<file path="config.mk">
export PLATFORM = sky130hd
export DESIGN_NAME = freq_gate_counter
export DESIGN_NICKNAME = d
export VERILOG_FILES = /design/src/rtl/freq_gate_counter.sv
export SDC_FILE = /design/constraint.sdc
export NUM_CORES = 1
export LEC_CHECK = 0
export ABC_AREA = 0
export ABC_CLOCK_PERIOD_IN_PS = 2280
export CORE_MARGIN = 1.5
export CORE_UTILIZATION = 45
export CTS_CLUSTER_DIAMETER = 200
export DETAILED_ROUTE_END_ITERATION = 12
export PLACE_DENSITY = 0.73
export SYNTH_ARGS = -nofsm -noshare
export SYNTH_HDL_FRONTEND = slang
export SYNTH_SLANG_ARGS = --single-unit
</file>
<file path="constraint.sdc">
create_clock -name clk_100MHz -period 2.28 [get_ports clk_100MHz]
set_input_delay 0.228 -clock clk_100MHz [delete_from_list [all_inputs] [get_ports clk_100MHz]]
set_output_delay 0.228 -clock clk_100MHz [all_outputs]
set_load 0.005 [all_outputs]
</file>
<file path="src/rtl/freq_gate_counter.sv">
// freq_gate_counter: counts rising edges of an asynchronous sensor square wave
// over gate windows delimited by gate_tick, and publishes the count of each
// completed window with a one-cycle count_valid pulse.
// Optional build macro GLITCH_FILTER_EN inserts a FILT_LEN-cycle stability
// filter between the synchroniser and the edge detector.
module freq_gate_counter #(
  parameter int CNT_W       = 16,
  parameter int SYNC_STAGES = 2,
  parameter int FILT_LEN    = 4
) (
  input  logic             clk_100MHz,
  input  logic             reset,
  input  logic             gate_tick,
  input  logic             enable,
  input  logic             sig_in,
  output logic [CNT_W-1:0] count_out,
  output logic             count_valid,
  output logic             overflow,
  output logic             busy
);

  typedef enum logic [1:0] {
    S_IDLE  = 2'd0,
    S_ARM   = 2'd1,
    S_COUNT = 2'd2
  } state_e;

  localparam logic [CNT_W-1:0] CNT_MAX = {CNT_W{1'b1}};

  // Saturating add of a single-bit increment: never wraps past CNT_MAX.
  function automatic logic [CNT_W-1:0] sat_inc(input logic [CNT_W-1:0] a, input logic inc);
    if (inc && (a != CNT_MAX)) begin
      sat_inc = a + CNT_W'(1);
    end else begin
      sat_inc = a;
    end
  endfunction

  logic [SYNC_STAGES-1:0] sync_q, sync_d;
  logic                   level_s;
  logic                   prev_q, prev_d;
  logic                   edge_s;

  state_e                 state_q, state_d;
  logic [CNT_W-1:0]       acc_q, acc_d;
  logic                   sat_q, sat_d;
  logic [CNT_W-1:0]       count_q, count_d;
  logic                   ovf_q, ovf_d;
  logic                   valid_q, valid_d;
  logic                   busy_q, busy_d;

  // Shift the raw sensor level through the synchroniser chain.
  always_comb begin
    sync_d = {sync_q[SYNC_STAGES-2:0], sig_in};
  end

`ifdef GLITCH_FILTER_EN
  localparam int FC_W = (FILT_LEN > 2) ? $clog2(FILT_LEN) : 1;

  logic            filt_q, filt_d;
  logic [FC_W-1:0] fcnt_q, fcnt_d;

  // Follow the synchronised level only after it has differed for FILT_LEN cycles.
  always_comb begin
    filt_d = filt_q;
    fcnt_d = '0;
    if (sync_q[SYNC_STAGES-1] != filt_q) begin
      if (fcnt_q == FC_W'(FILT_LEN - 1)) begin
        filt_d = ~filt_q;
        fcnt_d = '0;
      end else begin
        fcnt_d = fcnt_q + FC_W'(1);
      end
    end else begin
      fcnt_d = '0;
    end
  end

  // Filter state registers.
  always_ff @(posedge clk_100MHz or negedge reset) begin
    if (!reset) begin
      filt_q <= 1'b0;
      fcnt_q <= '0;
    end else begin
      filt_q <= filt_d;
      fcnt_q <= fcnt_d;
    end
  end

  assign level_s = filt_q;
`else
  assign level_s = sync_q[SYNC_STAGES-1];
`endif

  // Rising-edge detection on the conditioned level.
  always_comb begin
    prev_d = level_s;
    edge_s = level_s & ~prev_q;
  end

  // Window FSM: accumulate edges in COUNT, publish and restart on each gate_tick.
  always_comb begin
    state_d = state_q;
    acc_d   = acc_q;
    sat_d   = sat_q;
    count_d = count_q;
    ovf_d   = ovf_q;
    valid_d = 1'b0;
    case (state_q)
      S_IDLE: begin
        acc_d = '0;
        sat_d = 1'b0;
        if (enable) begin
          state_d = S_ARM;
        end else begin
          state_d = S_IDLE;
        end
      end
      S_ARM: begin
        acc_d = '0;
        sat_d = 1'b0;
        if (!enable) begin
          state_d = S_IDLE;
        end else if (gate_tick) begin
          state_d = S_COUNT;
        end else begin
          state_d = S_ARM;
        end
      end
      S_COUNT: begin
        if (!enable) begin
          // Abandon the window; published results stay as they were.
          state_d = S_IDLE;
          acc_d   = '0;
          sat_d   = 1'b0;
        end else if (gate_tick) begin
          // A coincident edge belongs to the closing window.
          count_d = sat_inc(acc_q, edge_s);
          ovf_d   = sat_q | (edge_s & (acc_q == CNT_MAX));
          valid_d = 1'b1;
          acc_d   = '0;
          sat_d   = 1'b0;
        end else if (edge_s) begin
          if (acc_q == CNT_MAX) begin
            sat_d = 1'b1;
          end else begin
            acc_d = acc_q + CNT_W'(1);
          end
        end else begin
          acc_d = acc_q;
        end
      end
      default: begin
        state_d = S_IDLE;
        acc_d   = '0;
        sat_d   = 1'b0;
      end
    endcase
    busy_d = (state_d == S_COUNT);
  end

  // Conditioning, FSM and output registers.
  always_ff @(posedge clk_100MHz or negedge reset) begin
    if (!reset) begin
      sync_q  <= '0;
      prev_q  <= 1'b0;
      state_q <= S_IDLE;
      acc_q   <= '0;
      sat_q   <= 1'b0;
      count_q <= '0;
      ovf_q   <= 1'b0;
      valid_q <= 1'b0;
      busy_q  <= 1'b0;
    end else begin
      sync_q  <= sync_d;
      prev_q  <= prev_d;
      state_q <= state_d;
      acc_q   <= acc_d;
      sat_q   <= sat_d;
      count_q <= count_d;
      ovf_q   <= ovf_d;
      valid_q <= valid_d;
      busy_q  <= busy_d;
    end
  end

  assign count_out   = count_q;
  assign count_valid = valid_q;
  assign overflow    = ovf_q;
  assign busy        = busy_q;

endmodule

</file>
==> results of run 1 <==
==> power groups by stage <==
stage               clock network (mW)  logic, mW  registers, mW
floorplan                            0     0.0503          0.817
global placement                     0      0.165          0.813
detailed placement                   0      0.170          0.814
CTS                              0.699      0.169          0.800
global route                     0.734      0.186          0.807
finish                           0.686      0.165          0.798
==> cell usage in the layout, fill, tap and decap left out, types with 2 or more instances in the layout <==
master,synthesis,layout
dfrtp_1,41,41
clkdlybuf4s50_1,0,22
nand2_1,19,19
a21oi_1,15,15
nor2_1,14,14
o21ai_0,12,12
nand3_1,10,10
or4_1,9,9
o31ai_1,6,6
a31oi_1,6,6
buf_4,0,6
or3_1,5,5
clkbuf_8,0,5
nand4_1,4,4
inv_1,3,3
nand4b_1,3,3
nor3_1,3,3
o311ai_0,3,3
o211ai_1,3,3
nand3b_1,2,2
nand2b_1,2,2
nor4_1,2,2
and4b_1,2,2
mux2i_1,2,2
or3_2,2,2
bufinv_16,0,2
==> worst min path at each step <==
stage	start	endpoint	slack, ns	depth (start not counted)
4_1_cts	reset	count_out[11]$_DFFE_PN0P_	0.09	1
3_5_place_dp	sync_q[0]$_DFF_PN0_	sync_q[1]$_DFF_PN0_	0.34	0
6_report	reset	count_out[11]$_DFFE_PN0P_	0.05	1
2_1_floorplan	reset	acc_q[0]$_DFFE_PN0P_	-0.07	0
5_1_grt	reset	count_valid$_DFF_PN0_	0.14	1
3_3_place_gp	sync_q[0]$_DFF_PN0_	sync_q[1]$_DFF_PN0_	0.34	0
==> cells by family (layout without fill, tap and decap cells) <==
kind of cell	Yosys count	after routing	synth area share
simple gates	84	84	0.254
compound gates	49	49	0.157
flops	41	41	0.538
buf+inv	13	41	0.0335
mux	2	2	0.0105
fa+ha+maj	1	1	0.00656
==> state kept, by name (all words and copies together), names as in the netlist <==
signal	cells
overflow	1
prev_q	1
sync_q	2
state_q	2
busy	1
count_valid	1
sat_q	1
acc_q	16
count_out	16
==> layer usage <==
metal	vias to the layer above	global-route usage	part of all wire
li1	773	-	-
met1	752	0.258	0.48
met2	27	0.313	0.47
met3	5	0.0543	0.036
met4	0	0.0600	0.013
met5	-	0	0
==> worst reg2reg max path, delay by kind of cell, from the launching register on <==
family | cells | cell delay, ns
AOI/OAI and AO/OA | 1 | 0.20
and+or+nand+nor | 3 | 1.25
DFF | 1 | 0.42
==> cell type report <==
class / count / area (um2) / share of cell area
inverters: 4 / 15.0 / 0.00646
multi-input cells: 136 / 816 / 0.351
flip-flops and latches: 41 / 1030 / 0.442
well taps: 50 / 62.6 / 0.0269
repair buffers: 29 / 270 / 0.116
clock buffers: 5 / 68.8 / 0.0296
clock inverters: 3 / 65.1 / 0.0280
==> run metrics, run 1 <==
Post-DP Area=0.00219 mm2; Max clock buf depth=2; post-CTS setup buffers=0; Ports=24; Power Dens Cells=710 mW/mm2; RD Place Congestion=0.776; post-synth top area cell=dfrtp_1; Clock Skews=0.00601 ns; synthesized cell area=0.00191 mm2; Placeable Area=0.00403 mm2; reg-to-reg endpoint=count_out[9]$_DFFE_PN0P_; chip width=68.1 um; Slew @ Worst Pin=0.890 ns; CTS Hold Bufs=0; Syn Nets=196; # DRC=0; Avg WL per Cell=14.1 um; Hold Path Class=in -> async; Post-DRT Antenna Nets=0; sequential fraction of the synthesis area=0.538; Initial DRT Pass Iterations=4; Remaining Overflow, GRT=0; Ys Warns=0; FF+latch count, synth=41; Gate Count Post-Synth=190; switching part of the total=0.205; total track usage=0.195; Final Non-Filler Cells=268; CTS tree=built; Initial Util=0.473; post-route core utilization=0.577; clock network fraction of total power=0.416; clock sink count=41; CP Capture Type=flop; number of cells after detailed placement=260; initial detailed-routing violation count=89; CP peak stage delay=0.63 ns; crit path capture=count_out[9]$_DFFE_PN0P_; DP Worst Slack=0.333 ns; WP data required=2.50 ns; Buf/Inv on CP=0; Final Setup Violations=0; CTS resizes=0; endpoints failing hold=0; diode count=0; setup ws final=0.327 ns; largest net degree at the start of global routing=42; top post-synthesis cells by area=dfrtp_1, a21oi_1, nand2_1; worst path arrival time=2.17 ns; vias in the first global route=1435; Synth async-reset ratio=1.00; Total Power=1.65 mW; input/output buffers=23; R2R setup slack=0.33 ns; R2R cell count=4; worst-skew pair later-pin latency=0.30 ns; Leakage=0.914 nW; via count=1557; count of cell types in the netlist=38; Flop pwr share=0.484; Vias per Instance=5.81; Internal=1.31 mW; TNS Setup=0 ns; Max FO, Critical Path=12; number of cells on the critical path=4; synth cell count leaders=dfrtp_1, nand2_1, a21oi_1, nor2_1, o21ai_0; reported max-cap violation count=0; first-pass GRT wire length=6730 um; sw power=0.338 mW; CTS clock-pin slew for the worst setup and hold paths=0.08 ns; Std-Cell Rows=23; ys flop type=dfrtp_1; hold slack final=0.0506 ns; Peak VDD IR=0.442 mV; R2R Path Start=sync_q[1]$_DFF_PN0_; total CTS buffers=5; post-synth top area share=0.538; Tmin final=1.95 ns; CP startpoint=sync_q[1]$_DFF_PN0_; Die H=68.1 um; area grow syn2layout=21.9%; Fillers=359; top-count cell post-synth=dfrtp_1; Logic pwr share=0.100; initial antenna violation count=0; nets@finish=223; WL final=3790 um; htree depth=2; DP HPWL=2610 um; slowest CP cell=or4_1; number of enable flip-flop cells after synthesis=0; Slew headroom=0.407; outcome=completed; Max Fclk=512 MHz; design area=0.00232 mm2; critical path type=reg -> reg; Root Buffer=clkbuf_8; period utilization=0.857; delay-heaviest family, CP=simple AND/OR/NAND/NOR gates; Critical Path Source Type=flop; Max Slew Vio Count=0; syn avg cell area=10.0 um2; RSZ-0062 raised after global routing=no; crit-path cells=nor2b_1, nand4_1, or4_1, a31oi_1; die area=0.00463 mm2; layout cells sized above 1=0.106
Power figures use the tool's default switching activity.
==> run 2: changes to the inputs <==
--- a/config.mk
+++ b/config.mk
@@ -7,11 +7,14 @@
 export LEC_CHECK = 0
 export ABC_AREA = 0
 export ABC_CLOCK_PERIOD_IN_PS = 2280
+export CELL_PAD_IN_SITES_DETAIL_PLACEMENT = 1
+export CELL_PAD_IN_SITES_GLOBAL_PLACEMENT = 1
 export CORE_MARGIN = 1.5
-export CORE_UTILIZATION = 45
+export CORE_UTILIZATION = 42
 export CTS_CLUSTER_DIAMETER = 200
 export DETAILED_ROUTE_END_ITERATION = 12
-export PLACE_DENSITY = 0.73
+export PLACE_DENSITY = 0.84
+export SLEW_MARGIN = 25
 export SYNTH_ARGS = -nofsm -noshare
 export SYNTH_HDL_FRONTEND = slang
 export SYNTH_SLANG_ARGS = --single-unit
==> run 2 against run 1 <==
Global-route usage increased by 1.4 points. Total power decreased by 13%. Wire length increased by 23%. Worst setup slack got worse by 0.066 ns. Critical path depth unchanged. Utilization decreased by 5.7 points. Die area increased by 6.8%. Clock skew increased by 0.0023 ns. Maximum frequency decreased by 3.3%. Non-clock buffer count decreased by 1. Critical endpoint is now acc_q[15]$_DFFE_PN0P_. Largest cell class unchanged. Largest power group unchanged. Highest routed layer unchanged.
==> run metrics, run 2 (synthesized netlist as in run 1, its figures left out) <==
RSZ-0062 raised after global routing=no; Fillers=496; Initial Util=0.438; R2R Path Start=acc_q[3]$_DFFE_PN0P_; most frequent cells in the layout=dfrtp_1, clkdlybuf4s50_1, nand2_1; Peak VDD IR=0.281 mV; first-pass GRT wire length=8170 um; WL final=4660 um; Vias per Instance=5.94; area grow syn2layout=18.8%; Hold Path Class=in -> async; Max Fclk=495 MHz; crit-path cells=nand4_4, or4_1, or4_1, a21oi_1; CTS tree=built; # DRC=0; outcome=completed; Root Buffer=clkbuf_8; Slew headroom=0.406; worst path arrival time=2.23 ns; vias in the first global route=1714; Slew @ Worst Pin=0.892 ns; CP Capture Type=flop; Ports=24; Avg WL per Cell=17.3 um; Max clock buf depth=2; Power Dens Cells=630 mW/mm2; htree depth=2; Max Slew Vio Count=0; Placeable Area=0.00435 mm2; nets@finish=222; R2R cell count=4; number of cells after detailed placement=261; Leakage=0.880 nW; clock sink count=41; post-CTS setup buffers=0; Initial DRT Pass Iterations=4; CTS Hold Bufs=0; diode count=0; CP peak stage delay=0.59 ns; total CTS buffers=5; critical path type=reg -> reg; chip width=70.4 um; Std-Cell Rows=24; Die H=70.4 um; Max FO, Critical Path=10; CTS clock-pin slew for the worst setup and hold paths=0.08 ns; via count=1598; Remaining Overflow, GRT=0; Final Setup Violations=0; slowest CP cell=or4_1; die area=0.00495 mm2; TNS Setup=0 ns; Post-DRT Antenna Nets=0; endpoints failing hold=0; Final Non-Filler Cells=269; WP data required=2.49 ns; Critical Path Source Type=flop; total track usage=0.209; reported max-cap violation count=0; initial detailed-routing violation count=68; layout cells sized above 1=0.0876; Tmin final=2.02 ns; worst-skew pair later-pin latency=0.30 ns; commonest non-fill, non-tap cell in the layout=dfrtp_1; largest net degree at the start of global routing=42; CP most frequent cell=or4_1; DP HPWL=3370 um; Clock Skews=0.00834 ns; input/output buffers=23; RD Place Congestion=0.786; period utilization=0.885; CP startpoint=acc_q[3]$_DFFE_PN0P_; initial antenna violation count=0; CTS resizes=0
[run 2: cell count changes in the layout (fill, tap and decap cells not counted), sizes merged]
cell | previous run | this run
bufinv | 2 | 0
clkbuf | 5 | 8
buf | 7 | 6
clkinv | 2 | 1
[run 2: final cells by class]
class                           instances  area, um2  area share
Timing Repair Buffer                   28        263       0.116
Multi-Input combinational cell        136        816       0.360
Tap cell                               52       65.1      0.0287
Clock buffer                            8       80.1      0.0354
Sequential cell                        41       1030       0.453
Inverter                                4       15.0     0.00663
[run 2: report_power, final]
part,total (mW),internal [mW],switching [mW]
logic,0.169,0.103,0.0667
registers,0.800,0.774,0.0257
clock network,0.458,0.218,0.240
total,1.43,1.09,0.333
[run 2: worst max-delay path: cells and delay by family, from the launching register on]
family / cells / cell delay (ns)
DFF: 1 / 0.50
and+or+nand+nor: 3 / 1.25
AOI/OAI and AO/OA: 1 / 0.19
[run 2: path summary, 6_finish.rpt]
path / endpoint / slack (ns)
setup / recovery: acc_q[15]$_DFFE_PN0P_ / 0.26
hold / removal: acc_q[15]$_DFFE_PN0P_ / 0.05
setup reg to reg: acc_q[15]$_DFFE_PN0P_ / 0.26
hold reg to reg: sync_q[1]$_DFF_PN0_ / 0.38
max in group asynchronous: acc_q[6]$_DFFE_PN0P_ / 1.67
min in group clk_100MHz: sync_q[1]$_DFF_PN0_ / 0.38
[run 2: stage by stage]
stage	total power, mW	hold slack (ns)	worst slack [ns]	utilization	cell area [um2]
after floorplan	0.867	-0.0676	0.493	-	1910
after global placement	0.979	0.340	0.353	0.502	2180
after detailed placement	0.990	0.362	0.267	0.502	2180
after CTS	1.44	0.0939	0.257	0.520	2260
after global routing	1.49	0.121	0.0312	0.520	2260
final	1.43	0.0546	0.261	0.520	2260
[run 2: routing by layer]
layer | vias up | track usage | part of all wire
li1 | 760 | - | -
met1 | 804 | 0.254 | 0.44
met2 | 27 | 0.366 | 0.52
met3 | 7 | 0.0548 | 0.031
met4 | 0 | 0.0577 | 0.011
met5 | - | 0 | 0
==> run 3: changes to the inputs <==
--- a/config.mk
+++ b/config.mk
@@ -18,3 +18,4 @@
 export SYNTH_ARGS = -nofsm -noshare
 export SYNTH_HDL_FRONTEND = slang
 export SYNTH_SLANG_ARGS = --single-unit
+export TNS_END_PERCENT = 30
==> constraint.sdc (replaced) <==
create_clock -name clk_100MHz -period 2.28 [get_ports clk_100MHz]
set_input_delay 0.684 -clock clk_100MHz [delete_from_list [all_inputs] [get_ports clk_100MHz]]
set_output_delay 0.684 -clock clk_100MHz [all_outputs]
set_load 0.005 [all_outputs]
==> run 3 against run 2 <==
Sequential share of layout area decreased by 1.5 points. Die area unchanged. Cell count increased by 1.9%. Count of clock-buffer cells in the layout decreased by 2. Total power increased by 3.3%. Maximum frequency decreased by 1.5%. Critical path depth unchanged. First-iteration DRC count increased by 35%. Largest cell class unchanged.
==> run metrics, run 3 (synthesized netlist as in run 1, its figures left out) <==
WL final=4940 um; WP data required=2.52 ns; Root Buffer=clkbuf_8; Initial DRT Pass Iterations=4; htree depth=2; Peak VDD IR=0.395 mV; first-pass GRT wire length=8630 um; Vias per Instance=5.99; Tmin final=2.05 ns; largest net degree at the start of global routing=24; Die H=70.4 um; clock network fraction of total power=0.336; R2R Path Start=sync_q[1]$_DFF_PN0_; Initial Util=0.438; CP Capture Type=flop; Clock Skews=0.00681 ns; nets@finish=228; Hold Path Class=in -> async; Max Slew Vio Count=0; chip width=70.4 um; M1 WL=2060 um; period utilization=0.899; Max clock buf depth=2; Avg WL per Cell=18.0 um; Fillers=487; diode count=0; Slew @ Worst Pin=0.681 ns; worst path arrival time=2.29 ns; total track usage=0.221; Leakage=0.921 nW; RD Place Congestion=0.804; Placeable Area=0.00435 mm2; outcome=completed; CTS tree=built; Ports=24; Internal=1.12 mW; Final Setup Violations=0; clock sink count=41; design area=0.00234 mm2; # DRC=0; vias in the first global route=1836; R2R setup slack=0.23 ns; met3 routed wirelength=175 um; number of cells after detailed placement=267; initial antenna violation count=0; Power Dens Cells=629 mW/mm2; Critical Path Source Type=flop; switching part of the total=0.240; CP startpoint=sync_q[1]$_DFF_PN0_; DP HPWL=3630 um; WL met2=2560 um; worst-skew pair later-pin latency=0.30 ns; total CTS buffers=5; Std-Cell Rows=24; Final Non-Filler Cells=274; sw power=0.354 mW; TNS Setup=0 ns; Logic pwr share=0.120; Slew headroom=0.542; post-CTS setup buffers=0; CTS resizes=0; Max Fclk=488 MHz; reported max-cap violation count=0; Post-DRT Antenna Nets=0; most frequent cells in the layout=dfrtp_1, clkdlybuf4s50_1, nand2_1; layout cells sized above 1=0.122; CTS Hold Bufs=0; die area=0.00495 mm2; Post-DP Area=0.00225 mm2; critical path type=reg -> reg; via count=1641; Max FO, Critical Path=12; input/output buffers=23; commonest non-fill, non-tap cell in the layout=dfrtp_1; Highest Signal Layer=met4; CTS clock-pin slew for the worst setup and hold paths=0.08 ns; initial detailed-routing violation count=92; endpoints failing hold=0; hold slack final=0.331 ns; Remaining Overflow, GRT=0; RSZ-0062 raised after global routing=no; area grow syn2layout=23.0%; Flop pwr share=0.544
==> run 3: cell count changes in the layout (fill, tap and decap cells not counted), sizes merged <==
cell / previous run / this run
buf: 6 / 12
clkinvlp: 0 / 1
clkbuf: 8 / 6
==> run 3: routing by layer <==
metal | track usage | vias to the layer above
li1 | - | 775
met1 | 0.247 | 819
met2 | 0.393 | 33
met3 | 0.0548 | 14
met4 | 0.0983 | 0
met5 | 0 | -
==> run 3: critical path, cell delays in order (launching register included) <==
cell     delay [ns]
dfrtp_1        0.43
nor2b_1        0.23
nand4_1        0.43
or4b_2         0.79
nand3_1        0.11
==> run 3: final cells by class <==
cell class,count,area [um2],area share
Timing Repair Buffer,34,333,0.142
Clock inverter,1,7.51,0.00320
Inverter,4,15.0,0.00640
Sequential cell,41,1030,0.438
Tap cell,52,65.1,0.0277
Multi-Input combinational cell,136,816,0.348
Clock buffer,6,82.6,0.0352
==> run 3: power by group through the flow <==
stage | Clock (mW) | Sequential [mW] | Combinational, mW
floorplan | 0 | 0.817 | 0.0503
global placement | 0 | 0.812 | 0.173
detailed placement | 0 | 0.818 | 0.181
CTS | 0.508 | 0.803 | 0.182
global route | 0.530 | 0.810 | 0.192
finish | 0.495 | 0.802 | 0.177
==> run 3: worst paths after layout <==
kind,to,cells past startpoint
max in group asynchronous,acc_q[12]$_DFFE_PN0P_,2
min in group clk_100MHz,sync_q[1]$_DFF_PN0_,0
worst min-delay path,count_out[0]$_DFFE_PN0P_,1
worst max register to register,count_out[5]$_DFFE_PN0P_,4
worst min register to register,sync_q[1]$_DFF_PN0_,0
worst max-delay path,count_out[5]$_DFFE_PN0P_,4
==> run 3: through the flow <==
| step | power, mW | setup slack (ns) | utilization |
|---|---|---|---|
| final | 1.47 | 0.231 | 0.539 |
| after CTS | 1.49 | 0.244 | 0.539 |
| after floorplan | 0.867 | 0.493 | - |
| after global routing | 1.53 | 0.0795 | 0.539 |
| after global placement | 0.986 | 0.00441 | 0.518 |
| after detailed placement | 0.999 | -0.0710 | 0.518 |
==> patch (settings of run 2) <==
`CNT_W`: 16 -> 32.
--- a/src/rtl/freq_gate_counter.sv
+++ b/src/rtl/freq_gate_counter.sv
@@ -5,5 +5,5 @@
 // filter between the synchroniser and the edge detector.
 module freq_gate_counter #(
-  parameter int CNT_W       = 16,
+  parameter int CNT_W       = 32,
   parameter int SYNC_STAGES = 2,
   parameter int FILT_LEN    = 4
Interface: changed (resized count_out); port bits go from 24 to 40. No check against the original RTL was run, so the function may have changed too.
==> patch against run 2 <==
Sequential cell count grew 32; setup slack got worse by 0.14 ns; area after synthesis is 76% higher; design area rose by 85%; wire length rose by 89%; power increased by 94%; highest routed layer unchanged.
==> patch: results (changes against run 2) <==
- The leakage component of the power is 0.00163 uW (+85%).
- The number of H-tree branching levels is 3 (+1).
- The detailed-routed wire length on met2 was 4.21 mm (+74%).
- The source-to-sink clock delay at the later pin of the worst-skew pair is 0.34 ns (+0.04 ns).
- The sum of net half-perimeters after detailed placement came to 6.07 mm (+80%).
- The final net count is 394 (+77%).
- The met1 layer usage reported by global route was 30.6% (+5.2 points).
- The number of nets produced by synthesis is 338 (+72%).
- The average routed wire per standard cell is 17.8 um (+2.9%).
- The via count of the first global-routing pass came to 2888 (+68%).
- The worst supply voltage drop on vdd is 280 uV (-0.28%).
- The amount of wire on met3 after detailed routing is 380 um (+160%).
- The placed cell area is 3950 um2 (+81%).
- The worst clock skew on the final layout is 0.00965 ns (+0.00131 ns).
- The global-route met2 utilization is 34.8% (-1.8 points).
- The critical path data arrival time was 2.40 ns (+0.17 ns).
- The library cell contributing the largest single delay on the critical path is sky130_fd_sc_hd__or4_4.
- The maximum net fanout on the critical path is 7 (-3).
- The run finished with clean final reports.
- The global-route wire length before repair is 14.6 mm (+79%).
- The post-synthesis cell type count is 42 (+11%).
- The TritonCTS buffer count is 9 (+4).
- The global placement routability congestion is 0.917 (+17%).
- The number of filler cells placed in the layout is 856 (+73%).
- The number of violations reported at the end of detailed-routing iteration 0 is 149 (+120%).
- The met3 usage is 4.39% (-1.1 points).
- Yosys attributes the largest share of cell area to sky130_fd_sc_hd__dfrtp_1 55%, sky130_fd_sc_hd__xnor2_1 5.8%, sky130_fd_sc_hd__nand2_1 4.0%.
- The overall global routing resource usage is 22.1% (+1.2 points).
- The area fraction of the dominant cell type after synthesis was 54.6% (+0.78 points).
- The path class of the tightest hold or removal check is primary input to flop.
- The share of the yosys chip area belonging to registers is 54.6% (+0.78 points).
[patch: per-stage QoR]
step	hold WS (ns)	utilization, %	worst slack (ns)	std cells
floorplan	-0.0676	-	0.352	332
global placement	0.284	51.1	0.190	475
detailed placement	0.286	51.1	0.0585	475
CTS	0.317	53.9	0.0358	491
global route	0.312	54.2	-0.00642	494
finish	0.322	54.2	0.118	494
[patch: where the power goes]
group / switching [uW] / total [uW] / internal (uW)
clock: 468 / 1110 / 640
combinational: 113 / 267 / 154
sequential: 36.6 / 1400 / 1360
total: 617 / 2770 / 2160
[patch: path summary, 6_finish.rpt]
check | start | end | depth (start not counted)
worst min-delay path | sig_in | sync_q[0] | 1
worst max register to register | acc_q[19] | count_out[31] | 5
max in group asynchronous | reset | acc_q[11] | 3
worst min register to register | sync_q[0] | sync_q[1] | 0
worst max-delay path | acc_q[19] | count_out[31] | 5
min in group asynchronous | reset | count_out[21] | 3
[patch: repair_timing]
item,CTS,global route
resized for setup,0,1
setup endpoints to repair,0,11
hold buffers,1,0
buffers inserted,0,3
hold endpoints to repair,73,0
[patch: cell type report]
| cell class | instances | area [um2] | share of cell area (%) |
|---|---|---|---|
| inverter | 4 | 15.0 | 0.358 |
| tap | 102 | 128 | 3.04 |
| multi-input combinational | 237 | 1430 | 34.1 |
| sequential | 73 | 1830 | 43.6 |
| timing repair buffer | 63 | 581 | 13.9 |
| clock buffer | 12 | 145 | 3.46 |
| clock inverter | 3 | 65.1 | 1.55 |
[patch: cells by family after synthesis]
logic type                 Yosys count  synth area share [%]
AOI/OAI and AO/OA                   72                  12.9
xor gates and xnor gates            22                  5.76
adders and majority gates            1                 0.374
buffers and inverters               22                  2.69
DFF                                 73                  54.6
muxes                                1                 0.299
and+or+nand+nor                    141                  23.3
